**config.mk**
```make
export PLATFORM = sky130hd
export DESIGN_NAME = iter_div_axis
export DESIGN_NICKNAME = d
export VERILOG_FILES = /design/src/rtl/iter_div_axis.sv
export SDC_FILE = /design/constraint.sdc
export NUM_CORES = 1
export LEC_CHECK = 0
export ABC_AREA = 1
export ABC_CLOCK_PERIOD_IN_PS = 4300
export BUFFER_PORTS_ARGS = -buffer_cell sky130_fd_sc_hd__buf_2
export CAP_MARGIN = 5
export CORE_UTILIZATION = 55
export DETAILED_ROUTE_END_ITERATION = 12
export HOLD_SLACK_MARGIN = 0.15
export PLACE_DENSITY_LB_ADDON = 0.2
export SYNTH_ARGS = -nofsm -noshare
export SYNTH_HDL_FRONTEND = slang
export SYNTH_SLANG_ARGS = --single-unit
```
**constraint.sdc**
```tcl
create_clock -name clk -period 4.3 [get_ports clk]
set_input_delay 0.215 -clock clk [delete_from_list [all_inputs] [get_ports clk]]
set_output_delay 0.215 -clock clk [all_outputs]
set_load 0.01 [all_outputs]
```
**src/rtl/iter_div_axis.sv**
```systemverilog
// -----------------------------------------------------------------------------
// iter_div_axis
//
// Multi-cycle radix-2 restoring divider with stream-style operand and result
// channels. It serves div.w / mod.w / div.wu / mod.wu from the EXE stage. Build
// one instance with SIGNED=1 and one with SIGNED=0.
//
// Optional build macro:
//   DIV_FAST_PATH_EN - when defined, a zero divisor or |dividend| < |divisor|
//                      skips the iteration. The result is then valid one cycle
//                      after the second operand is captured. Results are
//                      bit-identical with and without the macro.
//
// Parameters:
//   DATA_W  operand width; quotient and remainder are each DATA_W bits
//   SIGNED  1 = two's-complement division, 0 = unsigned division
//
// Ports:
//   clk                     clock
//   resetn                  asynchronous, active-low reset
//   s_axis_divisor_tvalid   divisor offered
//   s_axis_divisor_tready   divisor slot empty, block can accept
//   s_axis_divisor_tdata    divisor
//   s_axis_dividend_tvalid  dividend offered
//   s_axis_dividend_tready  dividend slot empty, block can accept
//   s_axis_dividend_tdata   dividend
//   m_axis_dout_tvalid      result valid, one-cycle pulse, no back-pressure
//   m_axis_dout_tdata       {quotient, remainder}
//
// Handshake: an operand transfers on a rising clk edge where tvalid && tready.
// The two operand channels are independent and may complete in the same cycle
// or in different cycles, in either order. Once a slot holds data, its tready
// stays low until the division that uses it has finished. The result channel
// has no tready. m_axis_dout_tvalid is high for exactly one cycle, and the
// consumer must sample it in that cycle. m_axis_dout_tdata holds its value
// until the next result is produced.
// -----------------------------------------------------------------------------
module iter_div_axis #(
    parameter int DATA_W = 32,
    parameter bit SIGNED = 1'b1
) (
    input  logic                clk,
    input  logic                resetn,
    input  logic                s_axis_divisor_tvalid,
    output logic                s_axis_divisor_tready,
    input  logic [DATA_W-1:0]   s_axis_divisor_tdata,
    input  logic                s_axis_dividend_tvalid,
    output logic                s_axis_dividend_tready,
    input  logic [DATA_W-1:0]   s_axis_dividend_tdata,
    output logic                m_axis_dout_tvalid,
    output logic [2*DATA_W-1:0] m_axis_dout_tdata
);

    localparam int CNT_W = $clog2(DATA_W + 1);

    typedef enum logic [1:0] {
        ST_IDLE = 2'd0,
        ST_CALC = 2'd1,
        ST_DONE = 2'd2
    } state_e;

    // -------------------------------------------------------------------------
    // Registers
    // -------------------------------------------------------------------------
    state_e               state_q,    state_d;
    logic                 rdy_en_q,   rdy_en_d;     // low until first edge after reset
    logic                 dvs_full_q, dvs_full_d;
    logic                 dvd_full_q, dvd_full_d;
    logic [DATA_W-1:0]    dvs_raw_q,  dvs_raw_d;    // operands exactly as received
    logic [DATA_W-1:0]    dvd_raw_q,  dvd_raw_d;
    logic [DATA_W-1:0]    dvs_abs_q,  dvs_abs_d;    // divisor magnitude
    logic [DATA_W-1:0]    quo_q,      quo_d;        // dividend bits out, quotient bits in
    logic [DATA_W-1:0]    rem_q,      rem_d;        // partial remainder
    logic [CNT_W-1:0]     cnt_q,      cnt_d;
    logic                 tvalid_q,   tvalid_d;
    logic [2*DATA_W-1:0]  tdata_q,    tdata_d;

    // -------------------------------------------------------------------------
    // Helpers
    // -------------------------------------------------------------------------
    function automatic logic [DATA_W-1:0] abs_val(input logic [DATA_W-1:0] x);
        // The most negative value maps to itself. As an unsigned magnitude it
        // is still correct: 0x80000000 reads as 2^31.
        if (SIGNED && x[DATA_W-1]) begin
            return -x;
        end
        return x;
    endfunction

    // Turns the unsigned magnitudes into the architectural result. A zero
    // divisor bypasses the sign rules. It always gives an all-ones quotient
    // and the raw dividend as the remainder.
    function automatic logic [2*DATA_W-1:0] fix_up(
        input logic [DATA_W-1:0] q_mag,
        input logic [DATA_W-1:0] r_mag,
        input logic [DATA_W-1:0] dvd_raw,
        input logic [DATA_W-1:0] dvs_raw
    );
        logic [DATA_W-1:0] q;
        logic [DATA_W-1:0] r;
        if (dvs_raw == '0) begin
            return {{DATA_W{1'b1}}, dvd_raw};
        end
        q = q_mag;
        r = r_mag;
        if (SIGNED && (dvd_raw[DATA_W-1] ^ dvs_raw[DATA_W-1])) begin
            q = -q_mag;
        end
        if (SIGNED && dvd_raw[DATA_W-1]) begin
            r = -r_mag;
        end
        return {q, r};
    endfunction

    // -------------------------------------------------------------------------
    // Operand channels
    // -------------------------------------------------------------------------
    logic              dvs_fire;
    logic              dvd_fire;
    logic              both_now;
    logic [DATA_W-1:0] dvs_cur;
    logic [DATA_W-1:0] dvd_cur;

    assign s_axis_divisor_tready  = rdy_en_q && (state_q == ST_IDLE) && !dvs_full_q;
    assign s_axis_dividend_tready = rdy_en_q && (state_q == ST_IDLE) && !dvd_full_q;

    assign dvs_fire = s_axis_divisor_tvalid  && s_axis_divisor_tready;
    assign dvd_fire = s_axis_dividend_tvalid && s_axis_dividend_tready;

    // If a slot fills on this edge, its value comes straight from the bus.
    assign dvs_cur  = dvs_full_q ? dvs_raw_q : s_axis_divisor_tdata;
    assign dvd_cur  = dvd_full_q ? dvd_raw_q : s_axis_dividend_tdata;
    assign both_now = (dvs_full_q || dvs_fire) && (dvd_full_q || dvd_fire);

    // -------------------------------------------------------------------------
    // One restoring shift-subtract step
    // -------------------------------------------------------------------------
    logic [DATA_W:0]   shifted;
    logic              step_ge;
    logic [DATA_W-1:0] rem_step;
    logic [DATA_W-1:0] quo_step;

    always_comb begin
        shifted  = {rem_q, quo_q[DATA_W-1]};
        step_ge  = (shifted >= {1'b0, dvs_abs_q});
        // After a subtract the remainder is below the divisor, so it fits in
        // DATA_W bits. The subtraction can therefore be done modulo 2^DATA_W.
        rem_step = step_ge ? (shifted[DATA_W-1:0] - dvs_abs_q) : shifted[DATA_W-1:0];
        quo_step = {quo_q[DATA_W-2:0], step_ge};
    end

    // -------------------------------------------------------------------------
    // Next-state and datapath control
    // -------------------------------------------------------------------------
    always_comb begin
        state_d    = state_q;
        rdy_en_d   = 1'b1;
        dvs_full_d = dvs_full_q;
        dvd_full_d = dvd_full_q;
        dvs_raw_d  = dvs_raw_q;
        dvd_raw_d  = dvd_raw_q;
        dvs_abs_d  = dvs_abs_q;
        quo_d      = quo_q;
        rem_d      = rem_q;
        cnt_d      = cnt_q;
        tvalid_d   = 1'b0;
        tdata_d    = tdata_q;

        case (state_q)
            ST_IDLE: begin
                if (dvs_fire) begin
                    dvs_full_d = 1'b1;
                    dvs_raw_d  = s_axis_divisor_tdata;
                end
                if (dvd_fire) begin
                    dvd_full_d = 1'b1;
                    dvd_raw_d  = s_axis_dividend_tdata;
                end
                if (both_now) begin
                    dvs_abs_d = abs_val(dvs_cur);
                    quo_d     = abs_val(dvd_cur);
                    rem_d     = '0;
                    cnt_d     = CNT_W'(DATA_W);
                    state_d   = ST_CALC;
`ifdef DIV_FAST_PATH_EN
                    // These results are already known, so skip iterating.
                    if ((dvs_cur == '0) || (abs_val(dvd_cur) < abs_val(dvs_cur))) begin
                        cnt_d    = '0;
                        tvalid_d = 1'b1;
                        tdata_d  = fix_up('0, abs_val(dvd_cur), dvd_cur, dvs_cur);
                        state_d  = ST_DONE;
                    end
`endif
                end
            end

            ST_CALC: begin
                rem_d = rem_step;
                quo_d = quo_step;
                cnt_d = cnt_q - 1'b1;
                // The last step feeds the sign fix-up and the output register
                // directly, so the result is stable for the whole DONE cycle.
                if (cnt_q == CNT_W'(1)) begin
                    tvalid_d = 1'b1;
                    tdata_d  = fix_up(quo_step, rem_step, dvd_raw_q, dvs_raw_q);
                    state_d  = ST_DONE;
                end
            end

            ST_DONE: begin
                dvs_full_d = 1'b0;
                dvd_full_d = 1'b0;
                state_d    = ST_IDLE;
            end

            default: begin
                state_d = ST_IDLE;
            end
        endcase
    end

    // -------------------------------------------------------------------------
    // State register
    // -------------------------------------------------------------------------
    always_ff @(posedge clk or negedge resetn) begin
        if (!resetn) begin
            state_q    <= ST_IDLE;
            rdy_en_q   <= 1'b0;
            dvs_full_q <= 1'b0;
            dvd_full_q <= 1'b0;
            dvs_raw_q  <= '0;
            dvd_raw_q  <= '0;
            dvs_abs_q  <= '0;
            quo_q      <= '0;
            rem_q      <= '0;
            cnt_q      <= '0;
            tvalid_q   <= 1'b0;
            tdata_q    <= '0;
        end else begin
            state_q    <= state_d;
            rdy_en_q   <= rdy_en_d;
            dvs_full_q <= dvs_full_d;
            dvd_full_q <= dvd_full_d;
            dvs_raw_q  <= dvs_raw_d;
            dvd_raw_q  <= dvd_raw_d;
            dvs_abs_q  <= dvs_abs_d;
            quo_q      <= quo_d;
            rem_q      <= rem_d;
            cnt_q      <= cnt_d;
            tvalid_q   <= tvalid_d;
            tdata_q    <= tdata_d;
        end
    end

    assign m_axis_dout_tvalid = tvalid_q;
    assign m_axis_dout_tdata  = tdata_q;

endmodule

```
==> flow_summary.toml, run 1 <==
[detailed_routing]
num_vias = 16355
routed_via_density = 5.64
dr.pass1.iters = 6
ant_nets = 0
routedWlPerCell_um = 17.7
drc = 0
drt-initial-drc-count = 1685
drt-total-wl_mm = 51.4

[synth]
yosysSeqAreaShare = 0.368
yosysMostFrequentCell = "nand2_1"
synth_fp_nets = 2431
ys_ff_latch = 236
synthTopCellsByArea = "dfrtp_1 (37%), nand2_1 (17%), inv_1 (6.5%)"
syn_area_um2 = 16100
yosysWarnings = 0
async_reset_ff_frac = 1.00
yosys.area.top_type_share = 0.368
syn-instance-count = 2324
ys.flop_type = "dfrtp_1"
synth_top_area_cell = "dfrtp_1"
synth_edf_count = 0
syn_area_per_cell_um2 = 6.91
synth.top_cells.by_count = "nand2_1 (734), inv_1 (276), dfrtp_1 (236)"
synth.distinct_cells = 56

[job]
cap_violations = 0

[setup_path]
worstSetupPathType = "register to register"
cp_common_cell = "nand2_1"
ff2ff_setup_slack_ns = 0.40
cp.required_ns = 4.75
slowest_stage = "dfrtp_1"
worstSetupStartpointType = "register"
cp.arrival_ns = 4.35
worstSetupEndpointType = "register"
cp_max_fo = 45
crit_path_max_incr_delay_ns = 0.40
path_cells = "ha_1, nand2_1, nor2_1, nand2_1, nor2_1, nand3_2, nand3_4, nor2_8, nand2_8, buf_6, nand2_1, o21ai_2, ha_1, nand3_1, nor2_4, nand3_2, nor2_1, nand2_1, nand2_2, nand2_1, nand2_1, nand3_1, nand2_1, nand2_1"

[min_path]
min_path_type = "primary input to register"

[cts]
insertion_delay_ns = 0.57
cts_tree = "built"
htree_levels = 1
cts_made_buffers = 27
root_buffer = "clkbuf_16"
clock_path_buffers = 3
cts_num_sinks = 236
path_clk_slew_ns = 0.06

[finish]
nets = 2601
num_antenna_cells = 0
fin_util = 0.651
area_delta_synth_final_pct = 16.4
drive_gt1_frac = 0.121

[floorplanning]
dieWidth_um = 173
core_um2 = 28700
rows = 62
start_util = 0.559
fp.dieArea_um2 = 29900
die_y_um = 173
io-pin-count = 135

[grt]
grt_max_degree = 112
antenna_found_initial = 0
grt_pass1_wl_mm = 82.1
grt_pass1_vias = 15316
grt_usage = 0.344
grt-ovfl-total = 0

[timing]
slew_viol_final = 0
period_share = 0.907
grt_setup_unrepaired = "false"
fin_worst_skew_ns = 0.0258
layout_min_cycle_time_ns = 3.90
relSlewSlack = 0.395
hold_viol_final = 0
setup_tns_ns = 0
fmax_ghz = 0.256
setup_viol = 0
tightest_slew_ns = 0.908
holdWs_ns = 0.228

[run_status]
outcome = "finished, final reports clean"

[placement]
dp_hpwl_mm = 37.3
portBuffers = 134
place_congestion = 1.03
worst max-delay path: cells and delay by family (launching register included):
kind	cells	cell delay [ns]
AND/OR/NAND/NOR	20	2.30
flip-flops	1	0.40
adder cells (fa/ha/maj)	2	0.58
AO/OA/AOI/OAI	1	0.12
buffers and inverters	1	0.36
path summary, 6_finish.rpt:
kind / cells after the start / endpoint / start
max: 24 / m_axis_dout_tdata[28] / rem_q[6]
min: 5 / dvs_raw_q[21] / s_axis_divisor_tvalid
max reg2reg: 24 / m_axis_dout_tdata[28] / rem_q[6]
min reg2reg: 2 / m_axis_dout_tdata[23] / m_axis_dout_tdata[23]
max in group asynchronous: 3 / dvs_raw_q[3] / resetn
min in group asynchronous: 2 / dvs_abs_q[22] / resetn
flip-flops by register name, indices dropped and copies added (netlist names):
name                flops
dvs_full_q              1
cnt_q                   6
m_axis_dout_tdata      64
rem_q                  32
dvs_raw_q              32
dvd_full_q              1
quo_q                  32
dvd_raw_q              32
rdy_en_q                1
state_q                 2
m_axis_dout_tvalid      1
dvs_abs_q              32
layer usage:
| metal | global-route usage | part of all wire | vias to the layer above |
|---|---|---|---|
| li1 | - | - | 7850 |
| met1 | 0.496 | 0.45 | 7704 |
| met2 | 0.529 | 0.44 | 662 |
| met3 | 0.0460 | 0.075 | 139 |
| met4 | 0.129 | 0.037 | 0 |
| met5 | 0 | 0 | - |
through the flow:
stage / worst slack (ns) / cells / cell area, um2
finish: 0.401 / 2899 / 18700
global placement: 0.325 / 2784 / 17000
CTS: 0.257 / 2899 / 18700
floorplan: 0.629 / 2324 / 16100
detailed placement: 0.275 / 2784 / 17000
global route: 0.0686 / 2899 / 18700
cells by family after synthesis:
kind of cell	after synthesis	share of synthesized area
buf+inv	379	0.0933
xor+xnor	76	0.0415
flops	236	0.368
simple gates	1189	0.317
mux	16	0.00998
compound gates	388	0.139
fa+ha+maj	39	0.0309
other cells	1	0.000234
layout by cell type (no fill, tap or decap), types with 3 or more instances in the layout:
master	n
buf_4	25
nand3_2	5
a31oi_1	17
nor3_2	4
clkbuf_1	5
dlygate4sd3_1	65
buf_2	133
clkbuf_8	6
nand2_1	733
o21ai_1	37
mux2i_1	16
inv_2	16
clkbuf_16	27
xor2_1	63
nand3_1	128
o21a_1	3
ha_1	38
nor2_2	12
or2_2	16
dfrtp_1	236
nand4_1	27
xnor2_1	13
o21ai_0	159
nand2_2	21
clkinv_2	3
bufinv_16	5
o21ai_2	8
o221ai_1	32
o22ai_1	19
a21oi_1	84
nor4_1	10
o21bai_1	8
inv_1	276
nand3b_1	7
nor3_1	29
nor2_4	6
nor2_1	179
o211ai_1	11
layout make-up:
| class | count | area [um2] |
|---|---|---|
| Tap cell | 384 | 480 |
| Timing Repair Buffer | 226 | 1550 |
| Inverter | 294 | 1100 |
| Clock inverter | 12 | 199 |
| Clock buffer | 38 | 777 |
| Sequential cell | 236 | 5910 |
| Multi-Input combinational cell | 1709 | 8670 |
| Fill cell | 2562 | 10000 |
repair_timing:
| item | CTS | global route |
|---|---|---|
| hold endpoints to repair | 177 | 0 |
| setup endpoints to repair | 0 | 6 |
| hold buffers | 65 | 0 |
| resized for setup | 0 | 2 |
| buffers inserted | 0 | 0 |
Power of run 1 is left out: the tool's default activity adds up to more than one toggle a clock period on the data nets, which glitch-free logic cannot reach.
==> run 2, diff against run 1 <==
Settings changed: CTS_BUF_LIST from default to sky130_fd_sc_hd__clkbuf_4 sky130_fd_sc_hd__clkbuf_8.
==> run 2 against run 1 <==
Net effect:
- utilization shrank 0.69 points
- critical path depth stayed put
- worst hold slack lost 0.016 ns
- register-to-register slack got worse by 0.03 ns
- sequential share of layout area increased by 0.34 points
- die area unchanged
- highest routed layer unchanged
- wire length is essentially flat
- clock-buffer cell count is 19 higher
- via count up 0.52%
==> flow_summary.toml, run 2 (synthesized netlist as in run 1, its figures left out) <==
[timing]
setup_viol = 0
hold_viol_final = 0
fin_worst_skew_ns = 0.0421
grt_setup_unrepaired = "false"
fmax_ghz = 0.255
period_share = 0.913
relSlewSlack = 0.394
slew_viol_final = 0
setup_tns_ns = 0
layout_min_cycle_time_ns = 3.92
tightest_slew_ns = 0.908

[setup_path]
r2r_start = "rem_q[6]"
worstSetupStartpointType = "register"
crit_path_end = "m_axis_dout_tdata[28]"
crit_path_max_incr_delay_ns = 0.40
cp.required_ns = 4.76
cp_max_fo = 45
r2r_end = "m_axis_dout_tdata[28]"
slowest_stage = "dfrtp_1"
reg2reg_depth = 24
cp_common_cell = "nand2_1"
ff2ff_setup_slack_ns = 0.38
startpoint = "rem_q[6]"
path_cells = "ha_1, nand2_1, nor2_1, nand2_1, nor2_1, nand3_2, nand3_4, nor2_8, nand2_8, buf_6, nand2_1, o21ai_2, ha_1, nand3_1, nor2_4, nand3_2, nor2_1, nand2_1, nand2_2, nand2_1, nand2_1, nand3_1, nand2_1, nand2_1"
worstSetupEndpointType = "register"
cp.arrival_ns = 4.39
worstSetupPathType = "register to register"

[grt]
antenna_found_initial = 0
grt_pass1_vias = 15373
grt_usage = 0.345
grt_pass1_wl_mm = 82.2
grt_max_degree = 112
grt-ovfl-total = 0

[detailed_routing]
drc = 0
dr.pass1.iters = 6
routed_via_density = 5.65
num_vias = 16440
drt-total-wl_mm = 51.4
drt-initial-drc-count = 1815
ant_nets = 0
routedWlPerCell_um = 17.7

[min_path]
min_path_type = "primary input to register"

[placement]
portBuffers = 134
placed_area_um2 = 17000
dp_hpwl_mm = 37.3
place_congestion = 1.03

[finish]
area_delta_synth_final_pct = 15.2
layout_commonest_cell = "nand2_1"
fin_util = 0.644
layout_common_cells = "nand2_1 (733), inv_1 (276), dfrtp_1 (236), nor2_1 (179), o21ai_0 (159)"
largest_reg_flops = 64
drive_gt1_frac = 0.127
nets = 2616
num_antenna_cells = 0
post-route-cell-area_um2 = 18500
nFillCells = 2598

[cts]
insertion_delay_ns = 0.58
htree_levels = 2
root_buffer = "clkbuf_8"
path_clk_slew_ns = 0.06
post_cts_buffers = 0
clock_path_buffers = 3
cts_made_buffers = 42
cts_num_sinks = 236
cts_tree = "built"

[floorplanning]
fp.dieArea_um2 = 29900
core_um2 = 28700
die_y_um = 173
start_util = 0.559
dieWidth_um = 173
rows = 62
io-pin-count = 135

[run_status]
outcome = "finished, final reports clean"

[job]
cap_violations = 0
## run 2: changes by cell type in the layout (fill, tap and decap cells not counted)
cell       delta
clkbuf_8     +43
clkinv_2      +1
clkbuf_4      +8
bufinv_16     -5
clkbuf_16    -27
clkinv_8      +1
clkbuf_1      -5
clkinv_4      -2
inv_6         -1
## run 2: layout make-up
class / instances / area (um2) / share of cell area
multi-input combinational: 1709 / 8670 / 0.469
sequential: 236 / 5910 / 0.319
timing repair buffer: 226 / 1550 / 0.0839
inverter: 294 / 1100 / 0.0597
clock buffer: 57 / 734 / 0.0397
tap: 384 / 480 / 0.0260
clock inverter: 6 / 43.8 / 0.00237
## run 2: per-layer routing
layer	vias to the layer above	global-route usage	wire, um
li1	7875	-	-
met1	7638	0.497	23300
met2	774	0.525	22100
met3	153	0.0508	3980
met5	-	0	0
met4	0	0.132	2010
## run 2: repair_timing
item | CTS | global route
resized for setup | 0 | 2
hold buffers | 65 | 0
endpoints found under the hold margin | 178 | 0
setup endpoints to repair | 0 | 6
## run 2: through the flow
step	instances	setup slack, ns	hold WS, ns
2_1_floorplan	2324	0.629	-0.0806
3_3_place_gp	2784	0.325	0.347
3_5_place_dp	2784	0.275	0.358
4_1_cts	2912	0.265	0.175
5_1_grt	2912	0.0328	0.221
6_report	2912	0.375	0.213
## run 2: worst min path at each step
| stage | depth (start not counted) | startpoint | slack (ns) | to |
|---|---|---|---|---|
| after floorplan | 0 | resetn | -0.08 | cnt_q[0] |
| after global placement | 1 | resetn | 0.35 | dvs_abs_q[22] |
| after detailed placement | 1 | resetn | 0.36 | dvs_abs_q[22] |
| after CTS | 5 | s_axis_divisor_tvalid | 0.18 | dvs_raw_q[20] |
| after global routing | 5 | s_axis_divisor_tvalid | 0.22 | dvs_raw_q[26] |
| final | 5 | s_axis_divisor_tvalid | 0.21 | dvs_raw_q[21] |
## run 2: critical path, delay by kind of cell, from the launching register on
kind	cells	cell delay (ns)
flip-flops	1	0.40
AO/OA/AOI/OAI	1	0.11
adder cells (fa/ha/maj)	2	0.58
buffers and inverters	1	0.36
AND/OR/NAND/NOR	20	2.37
Power of run 2 is left out for the same reason.
